===== src/rtl/fetch_queue_if.sv =====
// fetch_queue_if: instruction-memory request/response channel plus the
// decode-side valid/ready channel of the fetch queue.
// master = fetch_queue side, slave = memory/decode side.
interface fetch_queue_if;
    logic        imem_req_valid;
    logic [63:0] imem_req_addr;
    logic        imem_req_ready;
    logic        imem_resp_valid;
    logic [31:0] imem_resp_data;
    logic        out_valid;
    logic        out_ready;
    logic [31:0] out_inst;
    logic [63:0] out_pc;
    logic        out_misalign;

    modport master (
        output imem_req_valid, imem_req_addr,
        input  imem_req_ready,
        input  imem_resp_valid, imem_resp_data,
        output out_valid, out_inst, out_pc, out_misalign,
        input  out_ready
    );

    modport slave (
        input  imem_req_valid, imem_req_addr,
        output imem_req_ready,
        output imem_resp_valid, imem_resp_data,
        input  out_valid, out_inst, out_pc, out_misalign,
        output out_ready
    );
endinterface


===== src/rtl/fetch_queue.sv =====
// fetch_queue: in-order instruction-fetch front end. Issues one memory
// request per accepted PC, tags responses with their PC, buffers them in a
// DEPTH-entry queue and hands them to decode. A flush empties the queue and
// marks every in-flight response for discard.
// Optional feature macro: FETCH_QUEUE_MISALIGN_EN (misaligned-PC fault entry).
module fetch_queue #(
    parameter int DEPTH = 4
) (
    input  logic        clk,
    input  logic        rst,
    input  logic [63:0] pc,
    input  logic        flush,
    output logic        stall,
    fetch_queue_if.master bus
);
    localparam int AW = (DEPTH > 1) ? $clog2(DEPTH) : 1;
    localparam int CW = AW + 1;
    localparam logic [CW:0] DEPTH_W = (CW+1)'(DEPTH);

    logic [CW-1:0] occ_reg, outst_reg, drop_reg;
    logic          faulted_reg;
    logic [AW-1:0] tag_wr_reg, tag_rd_reg, q_wr_reg, q_rd_reg;

    logic [63:0] tag_mem  [DEPTH];
    logic [31:0] inst_mem [DEPTH];
    logic [63:0] pc_mem   [DEPTH];

    logic [CW:0]   used_sum;
    logic          credit, misaligned, fire, resp_take, resp_enq;
    logic          fault_enq, enq, pop, out_valid_w;
    logic [CW-1:0] outst_next;
    logic [31:0]   enq_inst;
    logic [63:0]   enq_pc;

    // Request/response/queue handshake decode
    always_comb begin
        used_sum    = {1'b0, occ_reg} + {1'b0, outst_reg};
        credit      = used_sum < DEPTH_W;
        bus.imem_req_valid = rst & ~flush & credit & ~faulted_reg & ~misaligned;
        bus.imem_req_addr  = pc;
        fire        = bus.imem_req_valid & bus.imem_req_ready;
        stall       = ~fire;
        // Responses with nothing outstanding belong to a pre-reset epoch
        resp_take   = rst & bus.imem_resp_valid & (outst_reg != '0);
        resp_enq    = resp_take & ~flush & (drop_reg == '0);
        // Fault entry waits until older responses have landed so order holds
        fault_enq   = rst & ~flush & ~faulted_reg & misaligned &
                      (outst_reg == '0) & (occ_reg != DEPTH_W[CW-1:0]);
        enq         = resp_enq | fault_enq;
        enq_inst    = fault_enq ? 32'h0000_0013 : bus.imem_resp_data;
        enq_pc      = fault_enq ? pc : tag_mem[tag_rd_reg];
        out_valid_w = rst & ~flush & (occ_reg != '0);
        pop         = out_valid_w & bus.out_ready;
        outst_next  = outst_reg + CW'(fire) - CW'(resp_take);
        bus.out_valid = out_valid_w;
        bus.out_inst  = inst_mem[q_rd_reg];
        bus.out_pc    = pc_mem[q_rd_reg];
    end

`ifdef FETCH_QUEUE_MISALIGN_EN
    logic mis_mem [DEPTH];

    assign misaligned = (pc[1:0] != 2'b00);

    // Misalign flag storage alongside each queue entry
    always_ff @(posedge clk) begin
        if (enq) begin
            mis_mem[q_wr_reg] <= fault_enq;
        end
    end

    assign bus.out_misalign = rst & mis_mem[q_rd_reg];
`else
    assign misaligned       = 1'b0;
    assign bus.out_misalign = 1'b0;
`endif

    // Tag FIFO and instruction queue storage (no reset needed on data)
    always_ff @(posedge clk) begin
        if (fire) begin
            tag_mem[tag_wr_reg] <= pc;
        end
        if (enq) begin
            inst_mem[q_wr_reg] <= enq_inst;
            pc_mem[q_wr_reg]   <= enq_pc;
        end
    end

    // Counters, pointers, drop accounting and fault latch
    always_ff @(posedge clk) begin
        if (!rst) begin
            occ_reg     <= '0;
            outst_reg   <= '0;
            drop_reg    <= '0;
            faulted_reg <= 1'b0;
            tag_wr_reg  <= '0;
            tag_rd_reg  <= '0;
            q_wr_reg    <= '0;
            q_rd_reg    <= '0;
        end else begin
            outst_reg  <= outst_next;
            tag_wr_reg <= tag_wr_reg + AW'(fire);
            tag_rd_reg <= tag_rd_reg + AW'(resp_take);
            if (flush) begin
                // Everything still in flight after this edge is wrong-path
                occ_reg     <= '0;
                q_wr_reg    <= '0;
                q_rd_reg    <= '0;
                drop_reg    <= outst_next;
                faulted_reg <= 1'b0;
            end else begin
                occ_reg  <= occ_reg + CW'(enq) - CW'(pop);
                q_wr_reg <= q_wr_reg + AW'(enq);
                q_rd_reg <= q_rd_reg + AW'(pop);
                if (resp_take && (drop_reg != '0)) begin
                    drop_reg <= drop_reg - CW'(1);
                end
                if (fault_enq) begin
                    faulted_reg <= 1'b1;
                end
            end
        end
    end
endmodule


===== src/flat_wrapper.sv =====
// flat-port wrapper written by rule: the top's interface ports become plain ports
module fetch_queue_flat 
#(
    parameter int DEPTH = 4
)
  (clk, rst, pc, flush, stall, bus_imem_req_valid, bus_imem_req_addr, bus_imem_req_ready, bus_imem_resp_valid, bus_imem_resp_data, bus_out_valid, bus_out_inst, bus_out_pc, bus_out_misalign, bus_out_ready);
  fetch_queue_if bus_i ();
  input  logic clk;
  input  logic rst;
  input  logic [63:0] pc;
  input  logic flush;
  output logic stall;
  output wire logic [$bits(bus_i.imem_req_valid)-1:0] bus_imem_req_valid;
  output wire logic [$bits(bus_i.imem_req_addr)-1:0] bus_imem_req_addr;
  input wire logic [$bits(bus_i.imem_req_ready)-1:0] bus_imem_req_ready;
  input wire logic [$bits(bus_i.imem_resp_valid)-1:0] bus_imem_resp_valid;
  input wire logic [$bits(bus_i.imem_resp_data)-1:0] bus_imem_resp_data;
  output wire logic [$bits(bus_i.out_valid)-1:0] bus_out_valid;
  output wire logic [$bits(bus_i.out_inst)-1:0] bus_out_inst;
  output wire logic [$bits(bus_i.out_pc)-1:0] bus_out_pc;
  output wire logic [$bits(bus_i.out_misalign)-1:0] bus_out_misalign;
  input wire logic [$bits(bus_i.out_ready)-1:0] bus_out_ready;
  assign bus_imem_req_valid = bus_i.imem_req_valid;
  assign bus_imem_req_addr = bus_i.imem_req_addr;
  assign bus_i.imem_req_ready = bus_imem_req_ready;
  assign bus_i.imem_resp_valid = bus_imem_resp_valid;
  assign bus_i.imem_resp_data = bus_imem_resp_data;
  assign bus_out_valid = bus_i.out_valid;
  assign bus_out_inst = bus_i.out_inst;
  assign bus_out_pc = bus_i.out_pc;
  assign bus_out_misalign = bus_i.out_misalign;
  assign bus_i.out_ready = bus_out_ready;
  fetch_queue #(.DEPTH(DEPTH)) u_core (.clk(clk), .rst(rst), .pc(pc), .flush(flush), .stall(stall), .bus(bus_i));
endmodule

===== config.mk =====
export PLATFORM = sky130hd
export DESIGN_NAME = fetch_queue_flat
export DESIGN_NICKNAME = d
export VERILOG_FILES = /design/src/rtl/fetch_queue_if.sv /design/src/rtl/fetch_queue.sv /design/src/flat_wrapper.sv
export SDC_FILE = /design/constraint.sdc
export NUM_CORES = 1
export LEC_CHECK = 0
export BUFFER_PORTS_ARGS = -buffer_cell sky130_fd_sc_hd__buf_4
export CAP_MARGIN = 30
export CORE_MARGIN = 2
export CORE_UTILIZATION = 49
export DETAILED_ROUTE_END_ITERATION = 8
export GPL_ROUTABILITY_DRIVEN = 0
export PLACE_DENSITY = 0.71
export SETUP_SLACK_MARGIN = 0.3
export SYNTH_ARGS = -nofsm -noshare
export SYNTH_HDL_FRONTEND = slang
export SYNTH_SLANG_ARGS = --single-unit
export TNS_END_PERCENT = 20

===== constraint.sdc =====
create_clock -name clk -period 23.6 [get_ports clk]
set_clock_uncertainty 0.05 [all_clocks]
set_input_delay 2.36 -clock clk [delete_from_list [all_inputs] [get_ports clk]]
set_output_delay 2.36 -clock clk [all_outputs]
set_load 0.01 [all_outputs]

## Word-level counts from Yosys, hierarchy flattened

Memories as Yosys holds them, arrays and structs flattened. A register that Yosys moved wholly into a read port is not among the register bits.
Index checks and enable logic that the tools add are counted.

- Memory bits (writable): 640
- Logic and storage cells: 49
- Memories: 3
- Flip-flop bits (word level): 17

- Bitwise gates (word level): 12
- Add/subtract/negate cells: 10
- $lt $le $gt $ge: 1
- Reductions and logical operators: 7
- Mux-type cells: 9

Memories:

| name | words | width | rd ports | clocked after memory_dff | wr ports | line | RTL |
|---|---|---|---|---|---|---|---|
| u_core.pc_mem | 4 | 64 | 1 | 1 | 1 | fetch_queue.sv:26 | `logic [63:0] pc_mem [DEPTH];` |
| u_core.tag_mem | 4 | 64 | 1 | 1 | 1 | fetch_queue.sv:24 | `logic [63:0] tag_mem [DEPTH];` |
| u_core.inst_mem | 4 | 32 | 1 | 1 | 1 | fetch_queue.sv:25 | `logic [31:0] inst_mem [DEPTH];` |

Operator list:

| operator | number |
|---|---|
| 1-bit AND | 9 |
| 3-bit nonzero test | 3 |
| 2-bit by 1-bit adder with 2-bit output | 4 |
| 3-bit by 1-bit adder with 3-bit output | 2 |
| 2-bit two-way mux | 3 |
| 3-bit two-way mux | 2 |
| 3-bit by 1-bit subtractor with 3-bit output | 2 |
| 3-bit by 3-bit adder with 4-bit output | 1 |
| 4-bit by 3-bit less-than comparator with 1-bit output (second input constant) | 1 |
| 1-bit two-way mux | 4 |
| 3-bit zero test | 1 |
| 1-bit NOT | 3 |
| 3-bit by 1-bit subtractor with 3-bit output (second input constant) | 1 |
| 2-bit nonzero test | 1 |
| 2-bit OR reduction | 1 |
| 1-bit logical AND | 1 |

## Depth between registers and ports, before layout

- Depth after elaboration: 7
- Gate-level depth with buffers: 10
- Depth with buffers taken out: 9

## Worst setup path after synthesis

Ideal clock, no wire load.

- Kind: in2reg
- Start point: input rst
- End point: memory u_core.inst_mem[1][0] (enable)
- Data arrival time: 9.733 ns
- Setup time: 0.688 ns
- Slack: 13.128 ns
- Stages: 4
- Buffers on the path: 0
- Required time: 22.862 ns
- Cell sequence: o311ai_4 > inv_2 > nand3_1 > nor3b_1

- Word-level cells in the longest chain between the ends: 6

Ends and longest elaborated chain:

| what | line | RTL |
|---|---|---|
| start: declaration | flat_wrapper.sv:9 | `input logic rst;` |
| 1-bit AND (2 in series) | fetch_queue.sv:44 | `resp_take = rst & bus.imem_resp_valid & (outst_reg != '0);` |
| 1-bit AND (2 in series) | fetch_queue.sv:45 | `resp_enq = resp_take & ~flush & (drop_reg == '0);` |
| 1-bit two-way mux | fetch_queue.sv:83 | `if (enq) begin` |
| 1-bit two-way mux (implied by the code) | fetch_queue.sv:84 | `inst_mem[q_wr_reg] <= enq_inst;` |
| end: declaration | fetch_queue.sv:25 |  |

Every way passes these cells.

## Worst setup path after layout

- Start point: input rst
- End point: output stall

- Word-level cells in the longest chain between the ends: 4

Ends and longest elaborated chain:

| what | line | RTL |
|---|---|---|
| 1-bit AND | - |  |
| 1-bit AND | fetch_queue.sv:39 | `bus.imem_req_valid = rst & ~flush & credit & ~faulted_reg & ~misaligned;` |
| 1-bit AND | fetch_queue.sv:41 | `fire = bus.imem_req_valid & bus.imem_req_ready;` |
| 1-bit NOT | fetch_queue.sv:42 | `stall = ~fire;` |
| end: declaration | flat_wrapper.sv:12 | `output logic stall;` |

Every way passes these cells.

==> run metrics <==
critical path's largest stage delay=0.52 ns; Multi-input gate area=4220 sq um; Switching Fraction=20.2%; vias per inst=5.39; leakage power=9.51 nW; vias in the first global route=11200; dominant synthesized flop cell=edfxtp_1; dpl hpwl=25400 um; Net Switching=0.515 mW; FF-to-FF setup slack=20.35 ns; Critical-path top delay cell=nor2b_1; peak supply drop=0.0720 mV; Syn Area/Cell=24.4 sq um; worst-path cell chain=buf_4 > nor2b_1 > nand4_2 > buf_4; gr usage total=17.5%; P_int=2.04 mW; Initial Util=49.3%; H-tree depth=3; Routed Antenna Nets=0; WS Path Type=in -> out; startpoint types=primary input; Worst-Margin Slew=0.862 ns; clock-pin slew on the worst setup and hold paths=0.06 ns; cell mode on critical path=buf_4; Worst-Skew Late Latency=0.58 ns; Final setup viols=0; Tcrit/Tclk final=25.8%; storage element area=19600 sq um; area of the mapped netlist=24500 sq um; TritonCTS clock tree=done; post-synthesis sequential area ratio=79.7%; min cycle time layout=6.10 ns; clk sinks=657; cell family with most CP delay=simple AND/OR/NAND/NOR gates; Async S/R FF share, synth=0%; Crit path arrival time=3.69 ns; CTS root buf=clkbuf_16; num ports=266; worst hold-check path type=reg -> reg; TritonCTS Buffers=68; Worst Hold Depth=2; Comb power frac=6.7%; port bufs=264; grt total ovfl=0; DRC=0; share of post-route cells with drive strength above 1=42.6%; R2R cell count=7; Max-Cap Viols=0; worst-path maximum fanout=12; FMAX=0.164 GHz; CTS-repair resized insts=0; clock network power share=40.7%; drt pass-1 iters=5; hold wc startpoint=u_core.drop_reg[0]; worst path buffer plus inverter count=2; die footprint=51900 sq um; Layout area overhead=18.4%; biggest regs=u_core.pc_mem: 256 flops, u_core.tag_mem: 256 flops, u_core.inst_mem: 128 flops; Rows=82; Die W=228 um; hold buffers post-CTS=0; wirelength, routed=44800 um; vias=10600; max-slew violations=0; Setup Buffers After CTS=0; EDFF count, synth=640; post-synth cell types=33; TNS Setup=0 ns; first-pass GRT wire length=68000 um; Worst Path Required=21.19 ns; initial antenna violation count=0; First DRT Iteration DRCs=788; largest net degree at the start of global routing=53; nets=1373; crit end category=output port; Slew HR=42.5%; Hold Path End=u_core.drop_reg[0]; placed insts=1859; worst hold margin=0.469 ns; Seq cells post-synth=657; # diodes=0; setup ws final=17.50 ns; deepest clock path buffer count=3; Vert. Die Dim=228 um; status=completed; wire per inst=22.7 um; Syn Nets=1121; non-filler instance count after layout=1975; R2R Path End=u_core.inst_mem[3][24]; Hold Vio Cnt, Final=0; core area=49800 sq um; Post-Place Worst Slack=17.54 ns; Cells after Synth=1005; RSZ-0062 raised after global routing=false; sequential power share=52.6%; RR Startpoint=u_core.drop_reg[0]; fill count=3554; P per Cell Area=87.8 nW/um^2; yosys warns=0
-- power by group through the flow --
stage | Sequential [mW] | Combinational [mW] | Clock [mW]
after floorplan | 1.36 | 0.116 | 0
after global placement | 1.37 | 0.167 | 0
after detailed placement | 1.37 | 0.175 | 0
after CTS | 1.34 | 0.175 | 1.06
after global routing | 1.34 | 0.187 | 1.11
final | 1.34 | 0.172 | 1.04
-- through the flow --
stage	util [%]	instance area, sq um	total power, mW
2_1_floorplan	-	24500	1.48
3_3_place_gp	53.9	26800	1.53
3_5_place_dp	54.0	26900	1.54
4_1_cts	58.4	29000	2.58
5_1_grt	58.4	29000	2.64
6_report	58.4	29000	2.55
-- worst min-delay path: stages, from the launching register on --
cell and delay (ns):
dfxtp_1 0.31, o21ai_0 0.08, a31oi_1 0.09
-- metal layers --
| layer | GRT usage (%) | share of wire, % |
|---|---|---|
| met5 | 0 | 0 |
| met4 | 5.32 | 1.7 |
| met3 | 3.45 | 5.7 |
| met2 | 29.9 | 51 |
| met1 | 22.9 | 41 |
-- synthesized netlist by cell type (3+ instances only) --
library cell | number | area, sq um
nand3_1 | 6 | 30.0
inv_1 | 14 | 52.6
and2_1 | 12 | 75.1
nor3b_1 | 4 | 30.0
o21ai_0 | 3 | 15.0
ha_1 | 12 | 150
nor3_1 | 4 | 20.0
buf_4 | 72 | 541
mux4_2 | 160 | 3600
buf_8 | 4 | 60.1
xnor2_1 | 4 | 35.0
buf_2 | 17 | 85.1
clkbuf_1 | 8 | 30.0
dfxtp_1 | 17 | 340
edfxtp_1 | 640 | 19200
nor2_1 | 6 | 22.5
-- cells in the final DEF, fill, tap and decap left out, types with 2 or more instances in the layout --
cell type,n
buf_16,2
dfxtp_1,13
bufinv_16,7
mux4_2,160
nand2b_1,2
edfxtp_1,640
fa_1,2
clkinv_2,12
and2_1,12
clkbuf_1,12
nor2_1,5
buf_4,282
clkinv_1,9
xnor2_1,4
inv_1,14
nor3_1,2
nor3_2,2
ha_1,12
clkbuf_16,71
nor3b_2,4
nand3_1,6
inv_6,3
dfxtp_4,4
nor2b_1,2
xor2_1,2
o21ai_0,3
-- worst max-delay path by stage --
stage | start | end | slack (ns) | cells after the start
floorplan | rst | u_core.inst_mem[1][0] | 13.13 | 4
global placement | rst | stall | 17.65 | 4
detailed placement | rst | stall | 17.54 | 4
CTS | rst | stall | 17.54 | 4
global route | rst | stall | 17.41 | 4
finish | rst | stall | 17.50 | 4
-- layout make-up --
type                            instances  share of cell area [%]
Sequential cell                       657                    67.4
Multi-Input combinational cell        230                    14.5
Inverter                               15                   0.194
Timing Repair Buffer                  285                    7.55
Clock buffer                           83                    6.27
Tap cell                              672                    2.89
Clock inverter                         33                    1.19
-- cells by family after synthesis --
group,synth area share (%)
buf+inv,3.27
mux,14.7
flops,79.7
compound gates,0.265
fa+ha+maj,0.775
other cells,0.0153
xor+xnor,0.306
simple gates,0.969
(Power assumes the default switching activity.)
